===== src/rtl/riscv_pkg.sv =====
// Shared RV32I types for the decode stage: opcodes, ALU ops, immediate
// formats and the packed ID/EX register layout.
package riscv_pkg;

  localparam int XLEN   = 32;
  localparam int REG_AW = 5;

  localparam logic [6:0] OPC_LUI    = 7'b0110111;
  localparam logic [6:0] OPC_AUIPC  = 7'b0010111;
  localparam logic [6:0] OPC_JAL    = 7'b1101111;
  localparam logic [6:0] OPC_JALR   = 7'b1100111;
  localparam logic [6:0] OPC_BRANCH = 7'b1100011;
  localparam logic [6:0] OPC_LOAD   = 7'b0000011;
  localparam logic [6:0] OPC_STORE  = 7'b0100011;
  localparam logic [6:0] OPC_OP_IMM = 7'b0010011;
  localparam logic [6:0] OPC_OP     = 7'b0110011;

  typedef enum logic [3:0] {
    ALU_ADD   = 4'd0,
    ALU_SUB   = 4'd1,
    ALU_SLL   = 4'd2,
    ALU_SLT   = 4'd3,
    ALU_SLTU  = 4'd4,
    ALU_XOR   = 4'd5,
    ALU_SRL   = 4'd6,
    ALU_SRA   = 4'd7,
    ALU_OR    = 4'd8,
    ALU_AND   = 4'd9,
    ALU_PASSB = 4'd10
  } alu_op_e;

  typedef enum logic [2:0] {
    IMM_I, IMM_S, IMM_B, IMM_U, IMM_J, IMM_NONE
  } imm_type_e;

  typedef struct packed {
    logic [XLEN-1:0]   pc;
    logic [XLEN-1:0]   rs1_val;
    logic [XLEN-1:0]   rs2_val;
    logic [XLEN-1:0]   imm;
    logic [REG_AW-1:0] rd;
    alu_op_e           alu_op;
    logic              reg_we;
    logic              mem_rd;
    logic              mem_wr;
    logic              branch;
    logic              jump;
    logic              illegal;
  } id_ex_t;

  // alt selects SUB/SRA; callers only set it where funct7[5] is meaningful.
  function automatic alu_op_e alu_decode(input logic [2:0] f3, input logic alt);
    alu_op_e op;
    case (f3)
      3'b000:  op = alt ? ALU_SUB : ALU_ADD;
      3'b001:  op = ALU_SLL;
      3'b010:  op = ALU_SLT;
      3'b011:  op = ALU_SLTU;
      3'b100:  op = ALU_XOR;
      3'b101:  op = alt ? ALU_SRA : ALU_SRL;
      3'b110:  op = ALU_OR;
      default: op = ALU_AND;
    endcase
    return op;
  endfunction

endpackage


===== src/rtl/imm_gen.sv =====
// Combinational RV32I immediate extraction; every format is sign-extended
// from instr[31], and NONE yields zero.
module imm_gen
  import riscv_pkg::*;
(
  input  logic [31:7]     instr,
  input  imm_type_e       imm_type,
  output logic [XLEN-1:0] imm
);

  always_comb begin
    // NOTE: every path assigns imm (default first), so no latch is inferred.
    imm = '0;
    case (imm_type)
      IMM_I: imm = {{20{instr[31]}}, instr[31:20]};
      IMM_S: imm = {{20{instr[31]}}, instr[31:25], instr[11:7]};
      IMM_B: imm = {{19{instr[31]}}, instr[31], instr[7], instr[30:25], instr[11:8], 1'b0};
      IMM_U: imm = {instr[31:12], 12'b0};
      IMM_J: imm = {{11{instr[31]}}, instr[31], instr[19:12], instr[20], instr[30:21], 1'b0};
      default: imm = '0;
    endcase
  end

endmodule


===== src/rtl/decode_stage.sv =====
// RV32I decode stage: regfile addressing with writeback bypass, control and
// immediate decode, load-use bubble insertion, flush, and the ID/EX register.
module decode_stage
  import riscv_pkg::*;
#(
  parameter int CNT_W = 16
) (
  input  logic              clk,
  input  logic              rst,
  input  logic              if_valid,
  output logic              if_ready,
  input  logic [31:0]       if_instr,
  input  logic [XLEN-1:0]   if_pc,
  output logic [REG_AW-1:0] rf_addr_a,
  output logic [REG_AW-1:0] rf_addr_b,
  input  logic [XLEN-1:0]   rf_a,
  input  logic [XLEN-1:0]   rf_b,
  input  logic              wb_we,
  input  logic [REG_AW-1:0] wb_rd,
  input  logic [XLEN-1:0]   wb_data,
  input  logic              flush,
  output logic              ex_valid,
  input  logic              ex_ready,
  output logic [XLEN-1:0]   ex_pc,
  output logic [XLEN-1:0]   ex_rs1_val,
  output logic [XLEN-1:0]   ex_rs2_val,
  output logic [XLEN-1:0]   ex_imm,
  output logic [REG_AW-1:0] ex_rd,
  output logic [3:0]        ex_alu_op,
  output logic              ex_reg_we,
  output logic              ex_mem_rd,
  output logic              ex_mem_wr,
  output logic              ex_branch,
  output logic              ex_jump,
  output logic              ex_illegal,
  output logic [CNT_W-1:0]  bubble_cnt
);

  logic [6:0]        opcode;
  logic [2:0]        f3;
  logic [6:0]        f7;
  logic [REG_AW-1:0] rs1, rs2;

  assign opcode    = if_instr[6:0];
  assign f3        = if_instr[14:12];
  assign f7        = if_instr[31:25];
  assign rs1       = if_instr[19:15];
  assign rs2       = if_instr[24:20];
  assign rf_addr_a = rs1;
  assign rf_addr_b = rs2;

  // The regfile write lands at the same edge that captures ID/EX, so a
  // matching writeback must be forwarded here.
  function automatic logic [XLEN-1:0] sel_operand(
    input logic [REG_AW-1:0] rs,
    input logic [XLEN-1:0]   rf,
    input logic              we,
    input logic [REG_AW-1:0] wrd,
    input logic [XLEN-1:0]   wdata
  );
    if (rs == '0)              return '0;
    else if (we && wrd == rs) return wdata;
    else                      return rf;
  endfunction

  imm_type_e imm_type;
  alu_op_e   alu_op;
  logic      writes_rd, mem_rd, mem_wr, branch, jump, illegal;
  logic      rs1_used, rs2_used;
  logic [XLEN-1:0] imm;

  always_comb begin
    imm_type  = IMM_NONE;
    alu_op    = ALU_ADD;
    writes_rd = 1'b0;
    mem_rd    = 1'b0;
    mem_wr    = 1'b0;
    branch    = 1'b0;
    jump      = 1'b0;
    illegal   = 1'b0;
    rs1_used  = 1'b1;
    rs2_used  = 1'b0;
    case (opcode)
      OPC_LUI:   begin imm_type = IMM_U; alu_op = ALU_PASSB; writes_rd = 1'b1; rs1_used = 1'b0; end
      OPC_AUIPC: begin imm_type = IMM_U; writes_rd = 1'b1; rs1_used = 1'b0; end
      OPC_JAL:   begin imm_type = IMM_J; writes_rd = 1'b1; jump = 1'b1; rs1_used = 1'b0; end
      OPC_JALR: begin
        imm_type = IMM_I; writes_rd = 1'b1; jump = 1'b1;
        illegal  = (f3 != 3'b000);
      end
      OPC_BRANCH: begin
        imm_type = IMM_B; alu_op = ALU_SUB; branch = 1'b1; rs2_used = 1'b1;
        illegal  = (f3 == 3'b010) || (f3 == 3'b011);
      end
      OPC_LOAD: begin
        imm_type = IMM_I; writes_rd = 1'b1; mem_rd = 1'b1;
        illegal  = (f3 == 3'b011) || (f3 == 3'b110) || (f3 == 3'b111);
      end
      OPC_STORE: begin
        imm_type = IMM_S; mem_wr = 1'b1; rs2_used = 1'b1;
        illegal  = (f3 > 3'b010);
      end
      OPC_OP_IMM: begin
        imm_type  = IMM_I; writes_rd = 1'b1;
        alu_op    = alu_decode(f3, (f3 == 3'b101) && f7[5]);
        if (f3 == 3'b001)      illegal = (f7 != 7'b0000000);
        else if (f3 == 3'b101) illegal = (f7 != 7'b0000000) && (f7 != 7'b0100000);
      end
      OPC_OP: begin
        writes_rd = 1'b1; rs2_used = 1'b1;
        alu_op    = alu_decode(f3, f7[5]);
        illegal   = !((f7 == 7'b0000000) ||
                      (f7 == 7'b0100000 && (f3 == 3'b000 || f3 == 3'b101)));
      end
      default: illegal = 1'b1;
    endcase
    if (illegal) begin
      writes_rd = 1'b0;
      mem_rd    = 1'b0;
      mem_wr    = 1'b0;
      branch    = 1'b0;
      jump      = 1'b0;
    end
  end

  imm_gen u_imm_gen (
    .instr    (if_instr[31:7]),
    .imm_type (imm_type),
    .imm      (imm)
  );

  id_ex_t d, q;

  always_comb begin
    d         = '0;
    d.pc      = if_pc;
    d.rs1_val = sel_operand(rs1, rf_a, wb_we, wb_rd, wb_data);
    d.rs2_val = sel_operand(rs2, rf_b, wb_we, wb_rd, wb_data);
    d.imm     = imm;
    d.rd      = writes_rd ? if_instr[11:7] : '0;
    d.alu_op  = alu_op;
    d.reg_we  = (d.rd != '0);
    d.mem_rd  = mem_rd;
    d.mem_wr  = mem_wr;
    d.branch  = branch;
    d.jump    = jump;
    d.illegal = illegal;
  end

  logic hazard, adv;

  assign hazard   = ex_valid && q.mem_rd && (q.rd != '0) &&
                    ((rs1_used && q.rd == rs1) || (rs2_used && q.rd == rs2));
  assign adv      = !ex_valid || ex_ready;
  assign if_ready = adv && !hazard && !flush;

  always_ff @(posedge clk) begin
    // NOTE: state registers use non-blocking assignments so every flop
    // samples pre-edge values regardless of statement order.
    if (rst) begin
      q          <= '0;
      ex_valid   <= 1'b0;
      bubble_cnt <= '0;
    end else if (flush) begin
      ex_valid <= 1'b0;
    end else if (adv) begin
      if (hazard) begin
        ex_valid <= 1'b0;
        if (bubble_cnt != {CNT_W{1'b1}}) bubble_cnt <= bubble_cnt + CNT_W'(1);
      end else if (if_valid) begin
        q        <= d;
        ex_valid <= 1'b1;
      end else begin
        ex_valid <= 1'b0;
      end
    end
  end

  assign ex_pc      = q.pc;
  assign ex_rs1_val = q.rs1_val;
  assign ex_rs2_val = q.rs2_val;
  assign ex_imm     = q.imm;
  assign ex_rd      = q.rd;
  assign ex_alu_op  = q.alu_op;
  assign ex_reg_we  = q.reg_we;
  assign ex_mem_rd  = q.mem_rd;
  assign ex_mem_wr  = q.mem_wr;
  assign ex_branch  = q.branch;
  assign ex_jump    = q.jump;
  assign ex_illegal = q.illegal;

endmodule

===== config.mk =====
export PLATFORM = sky130hd
export DESIGN_NAME = decode_stage
export DESIGN_NICKNAME = d
export VERILOG_FILES = /design/src/rtl/riscv_pkg.sv /design/src/rtl/imm_gen.sv /design/src/rtl/decode_stage.sv
export SDC_FILE = /design/constraint.sdc
export NUM_CORES = 1
export LEC_CHECK = 0
export CORE_MARGIN = 3
export CORE_UTILIZATION = 44
export CTS_CLUSTER_SIZE = 20
export DETAILED_ROUTE_END_ITERATION = 7
export MAX_ROUTING_LAYER = met4
export PLACE_DENSITY_LB_ADDON = 0.08
export SLEW_MARGIN = 10
export SYNTH_ARGS = -nofsm -noshare
export SYNTH_HDL_FRONTEND = slang
export SYNTH_SLANG_ARGS = --single-unit

===== constraint.sdc =====
create_clock -name clk -period 7.9 [get_ports clk]
set_clock_uncertainty 0.15 [all_clocks]
set_input_delay 1.58 -clock clk [delete_from_list [all_inputs] [get_ports clk]]
set_output_delay 1.58 -clock clk [all_outputs]
set_load 0.02 [all_outputs]

==> flow_summary.toml, run 1 <==
[critical_path]
worst-r2r-cell-count = 7
endpoint_kind = "primary output"
cp_max_fo = 16
cp.arrival_ns = 4.31
cp.required_ns = 6.17
critPathBufInv = 2
crit_slowest_cell = "nor3_1"
cp_top_family = "simple AND/OR/NAND/NOR gates"
startpoint_type = "primary input"
worst-path-stages = 6
cp-startpoint = "if_instr[2]"
worstReg2RegStart = "ex_rd[1]"
crit_type = "primary input to primary output"
cpPeakStageDelay_ns = 0.77
path_cells = "clkdlybuf4s50_1 -> and4bb_2 -> nand4_1 -> nor3_1 -> nor3_1 -> clkdlybuf4s50_1"

[pwr]
p_int_uw = 1480
pwr-share-clk_pct = 40.8
powerDensity_nw_per_um2 = 173
p_comb_share_pct = 16.6
sw_frac_of_total_pct = 25.4
power.switching_uw = 505
power_frac_seq_pct = 42.6
cellLeakagePower_uw = 0.00396
p_total_uw = 1990
ir_drop_uv = 145

[timing]
worst_slew_margin_rel_pct = 25.8
finalSetupTns_ns = 0
setup_viol = 0
grt_setup_unrepaired = "false"
hold_viol = 0
max_freq_mhz = 166
tightest_slew_ns = 1.11
fin_crit_ns = 6.04
setup_ws_ns = 1.86
worst_hold_slack_ns = 0.302
slew_violations = 0
fin_crit_sh_pct = 76.4

[clocking]
insertion_delay_ns = 0.42
clkTransAtPathRegs_ns = 0.06
h-tree-depth = 4
cts-root-buf = "clkbuf_16"
clock-sinks = 160
cts_tree = "yes"
ctsLongestPathBuffers = 2
cts-resized-gates = 0
postCtsHoldBufs = 0
cts_buffers = 17
post_cts_buffers = 0

[yosys]
synthFlopType = "dfxtp_1"
netlist_area_um2 = 7580
synthTopCellsByArea = "dfxtp_1 (42%), mux2i_1 (8.7%), a31o_2 (8.4%), a21oi_1 (5.0%), nor3_1 (5.0%)"
syn-num-nets = 1031
postSynthAreaPerCell_um2 = 8.82
synth_most_common_cell = "dfxtp_1"
synth_sequential_area_ratio_pct = 42.3
ys_top_cells_by_count = "dfxtp_1 (160), nand2_1 (90), a21oi_1 (75), nor3_1 (75), a31o_2 (73)"
yosysWarnings = 0
async_reset_ff_share_pct = 0
yosysUniqueCellTypes = 58
synth-edff-count = 0
netlist_instances = 859
ys_ff_latch = 160
synth_top_area_cell = "dfxtp_1"
yosysTopAreaCellShare_pct = 42.3

[routing]
wl_um = 26500
ant_nets = 0
detail_route.drc_violations = 0
vias = 7694
drtIter0Drc = 523
detail_route.wl_per_cell_um = 19.3
drtPass1Iterations = 5
vias_per_cell = 5.60

[grt]
antenna_found_initial = 0
groute.usage.overall_pct = 28.0
grt_overflow = 0
use_met3_pct = 9.02
grt_pass1_wl_um = 39900
grt_pass1_vias = 7331
use_met2_pct = 45.7
grt_max_degree = 110
grt.busiest_layer = "met2"
use_met1_pct = 33.6

[placement]
gp_congestion = 0.823
io_buffers = 341
place_ws_ns = 1.89
place_hpwl_um = 19100

[floorplan]
start_util_pct = 45.4
ios = 342
die_w_um = 137
die_area_um2 = 18800
coreArea_um2 = 16700
row_count = 47
die_h_um = 137

[layout]
nets = 1313
diodes = 0
fill_cells = 1435
area_growth_pct = 51.8
seq_area_um2 = 3200
fin_util_pct = 68.9
multiInputGateArea_um2 = 3950
final_layout_size_suffix_gt1_share_pct = 11.4

[worst_hold_path]
hp-start = "ex_imm[10]"
hp-class = "flip-flop to flip-flop"
min_path_cells = 2

[outcome]
status = "complete, no violations"

[job]
drv_cap = 0
==> through the flow <==
step / area, µm² / std cells
2_1_floorplan: 7580 / 859
3_3_place_gp: 10900 / 1342
3_5_place_dp: 10900 / 1342
4_1_cts: 11500 / 1374
5_1_grt: 11500 / 1374
6_report: 11500 / 1374
==> area by class of cell <==
class                           instances  area share (%)
Sequential cell                       160            27.8
Inverter                                8           0.272
Clock inverter                         10           0.957
Timing Repair Buffer                  349            30.1
Clock buffer                           22            4.03
Tap cell                              220            2.39
Multi-Input combinational cell        605            34.4
==> final timing paths <==
check	slack (ns)	endpoint
max	1.86	if_ready
min reg2reg	0.30	ex_imm[10]
min	0.30	ex_imm[10]
max reg2reg	4.08	ex_rs1_val[23]
==> flip-flops by register name, summed over array words and instances, names as in the netlist <==
signal      cells
ex_imm         32
ex_pc          32
ex_rs1_val     32
ex_rs2_val     32
bubble_cnt     16
ex_rd           5
ex_alu_op       4
ex_branch       1
ex_illegal      1
ex_jump         1
ex_mem_rd       1
ex_mem_wr       1
ex_reg_we       1
ex_valid        1
==> power groups by stage <==
stage | registers, µW | logic [µW] | clock network [µW]
after floorplan | 895 | 121 | 0
after global placement | 863 | 328 | 0
after detailed placement | 864 | 329 | 0
after CTS | 846 | 331 | 826
after global routing | 849 | 354 | 862
final | 846 | 330 | 811
==> worst reg2reg max path: stages (launching register included) <==
cell and delay [ns]:
dfxtp_1 0.49, xnor2_1 0.17, nand4_1 0.13, nor3_1 0.80, or4_4 0.98, buf_4 0.60
nor3_1 0.16, a31o_2 0.23
==> layout by cell type (no fill, tap or decap), types with 3 or more instances in the layout <==
master           synthesis  layout
nand4_1                  5       5
o21ai_0                 17      17
a22oi_1                  6       6
buf_4                   10       8
xor2_1                   9       9
inv_1                    7       7
a21oi_1                 75      75
nor2_1                  18      18
or3_1                    6       6
and3b_1                  3       3
clkinv_2                 0       6
nor2b_1                  3       3
and3_1                  11       9
nand3_1                 44      44
o31ai_1                 28      28
clkbuf_1                50       3
dfxtp_1                160     160
or4_1                   10       9
xnor2_1                 14      14
mux2i_1                 66      66
nor4_1                   5       5
clkbuf_16                0      17
clkdlybuf4s50_1          0     340
a31o_2                  73      73
nor3_1                  75      75
nand2b_1                 5       5
nand2_1                 90      90
==> cell families after synthesis <==
group | synth area share, %
AO/OA/AOI/OAI | 20.8
flip-flops | 42.3
adder cells (fa/ha/maj) | 0.165
AND/OR/NAND/NOR | 19.2
XOR/XNOR | 2.66
multiplexers | 9.02
buffers and inverters | 5.85
==> layer usage <==
layer	share of wire (%)	routed length (µm)
met1	40	10500
met2	49	13100
met3	9.4	2500
met4	1.5	392
met5	0	0
(Power assumes the default switching activity.)
==> run 2, diff against run 1 <==
--- a/config.mk
+++ b/config.mk
@@ -6,7 +6,7 @@
 export NUM_CORES = 1
 export LEC_CHECK = 0
 export CORE_MARGIN = 3
-export CORE_UTILIZATION = 44
+export CORE_UTILIZATION = 38
 export CTS_CLUSTER_SIZE = 20
 export DETAILED_ROUTE_END_ITERATION = 7
 export MAX_ROUTING_LAYER = met4
==> constraint.sdc (replaced) <==
create_clock -name clk -period 4.9 [get_ports clk]
set_clock_uncertainty 0.15 [all_clocks]
set_input_delay 0.98 -clock clk [delete_from_list [all_inputs] [get_ports clk]]
set_output_delay 0.98 -clock clk [all_outputs]
set_load 0.02 [all_outputs]
==> flow_summary.toml, run 2 (synthesis gave the netlist of run 1 again) <==
[placement]
place_ws_ns = 0.652
gp_congestion = 0.818
io_buffers = 341
place_hpwl_um = 19700
placedInstanceArea_um2 = 11200

[layout]
area_growth_pct = 56.0
diodes = 0
fin_util_pct = 60.5
nets = 1332
final_layout_size_suffix_gt1_share_pct = 12.9
stdcell_area_um2 = 11800
final_cell_mix = "clkdlybuf4s50_1 (340), dfxtp_1 (160), nand2_1 (90), a21oi_1 (75), nor3_1 (75)"
layout.cells.most_common = "clkdlybuf4s50_1"

[routing]
detail_route.drc_violations = 0
vias_per_cell = 5.35
wl_um = 26800
detail_route.wl_per_cell_um = 18.7
vias = 7688
drtPass1Iterations = 6
drtIter0Drc = 408
ant_nets = 0

[pwr]
pwr-share-clk_pct = 42.0
power.switching_uw = 834
p_int_uw = 2460
sw_frac_of_total_pct = 25.3
ir_drop_uv = 238
p_comb_share_pct = 16.6
power_frac_seq_pct = 41.4
cellLeakagePower_uw = 0.00409
powerDensity_nw_per_um2 = 279

[clocking]
clock-sinks = 160
postCtsHoldBufs = 0
h-tree-depth = 4
cts_tree = "yes"
insertion_delay_ns = 0.41
cts_buffers = 17
clkTransAtPathRegs_ns = 0.06
cts-root-buf = "clkbuf_16"
cts-resized-gates = 0
post_cts_buffers = 0
ctsLongestPathBuffers = 2

[critical_path]
cp_common_cell = "clkdlybuf4s50_1"
cp.arrival_ns = 3.08
cp_top_family = "buffers and inverters"
startpoint_type = "primary input"
endpoint_kind = "primary output"
cpPeakStageDelay_ns = 0.67
crit_type = "primary input to primary output"
crit_slowest_cell = "clkdlybuf4s50_1"
cp.required_ns = 3.77
cp_max_fo = 10
path_cells = "clkdlybuf4s50_1 -> or3b_4 -> a21oi_4 -> nor4_2 -> nor3_1 -> clkdlybuf4s50_1"
critPathBufInv = 2

[grt]
groute.usage.overall_pct = 24.4
grt_pass1_vias = 7331
grt_overflow = 0
antenna_found_initial = 0
grt_pass1_wl_um = 41100
grt_max_degree = 67

[timing]
tightest_slew_ns = 1.08
hold_viol = 0
max_freq_mhz = 237
slew_violations = 0
fin_crit_ns = 4.21
setup_ws_ns = 0.688
setup_viol = 0
fin_crit_sh_pct = 86.0
finalSetupTns_ns = 0
grt_setup_unrepaired = "false"
worst_slew_margin_rel_pct = 27.7

[floorplan]
coreArea_um2 = 19500
start_util_pct = 38.8
row_count = 51
die_h_um = 147
die_w_um = 147
die_area_um2 = 21700
ios = 342

[worst_hold_path]
hp-class = "flip-flop to flip-flop"

[outcome]
status = "complete, no violations"

[job]
drv_cap = 0
run 2: power groups by stage:
stage	clock (µW)	combinational [µW]	sequential, µW
after floorplan	0	194	1440
after global placement	0	547	1390
after detailed placement	0	547	1390
after CTS	1410	550	1360
after global routing	1470	584	1370
final	1380	547	1360
run 2: worst reg2reg max path, stage by stage, from the launching register on:
cell	delay, ns
dfxtp_1	0.38
or4_1	0.59
o211ai_2	0.22
nor4_2	0.11
buf_4	0.17
nor4_4	0.88
buf_4	0.47
nand2_1	0.12
a21oi_1	0.14
run 2: area by class of cell:
class,instances,area (µm²)
Fill cell,1744,7710
Multi-Input combinational cell,605,3950
Timing Repair Buffer,368,3690
Sequential cell,160,3200
Clock buffer,21,460
Tap cell,265,332
Clock inverter,11,154
Inverter,8,31.3
run 2: through the flow:
stage	cells	total power [µW]	hold WS (ns)
after floorplan	859	1640	0.379
after global placement	1406	1940	0.290
after detailed placement	1406	1940	0.294
after CTS	1438	3330	0.302
after global routing	1438	3430	0.323
final	1438	3290	0.298
run 2: path summary, 6_finish.rpt:
kind	start	endpoint	slack (ns)	cells past startpoint
setup / recovery	if_instr[3]	if_ready	0.69	6
hold / removal	ex_imm[6]	ex_imm[6]	0.30	2
setup reg to reg	ex_rd[0]	ex_pc[6]	1.61	8
hold reg to reg	ex_imm[6]	ex_imm[6]	0.30	2
run 2: metal layers:
layer / vias to the layer above / wire, µm / GRT usage [%] / part of all wire (%)
met4: 0 / 410 / 6.80 / 1.5
li1: 3762 / - / - / -
met1: 3596 / 11400 / 30.2 / 43
met5: - / 0 / - / 0
met2: 306 / 12500 / 38.5 / 47
met3: 24 / 2450 / 7.99 / 9.1
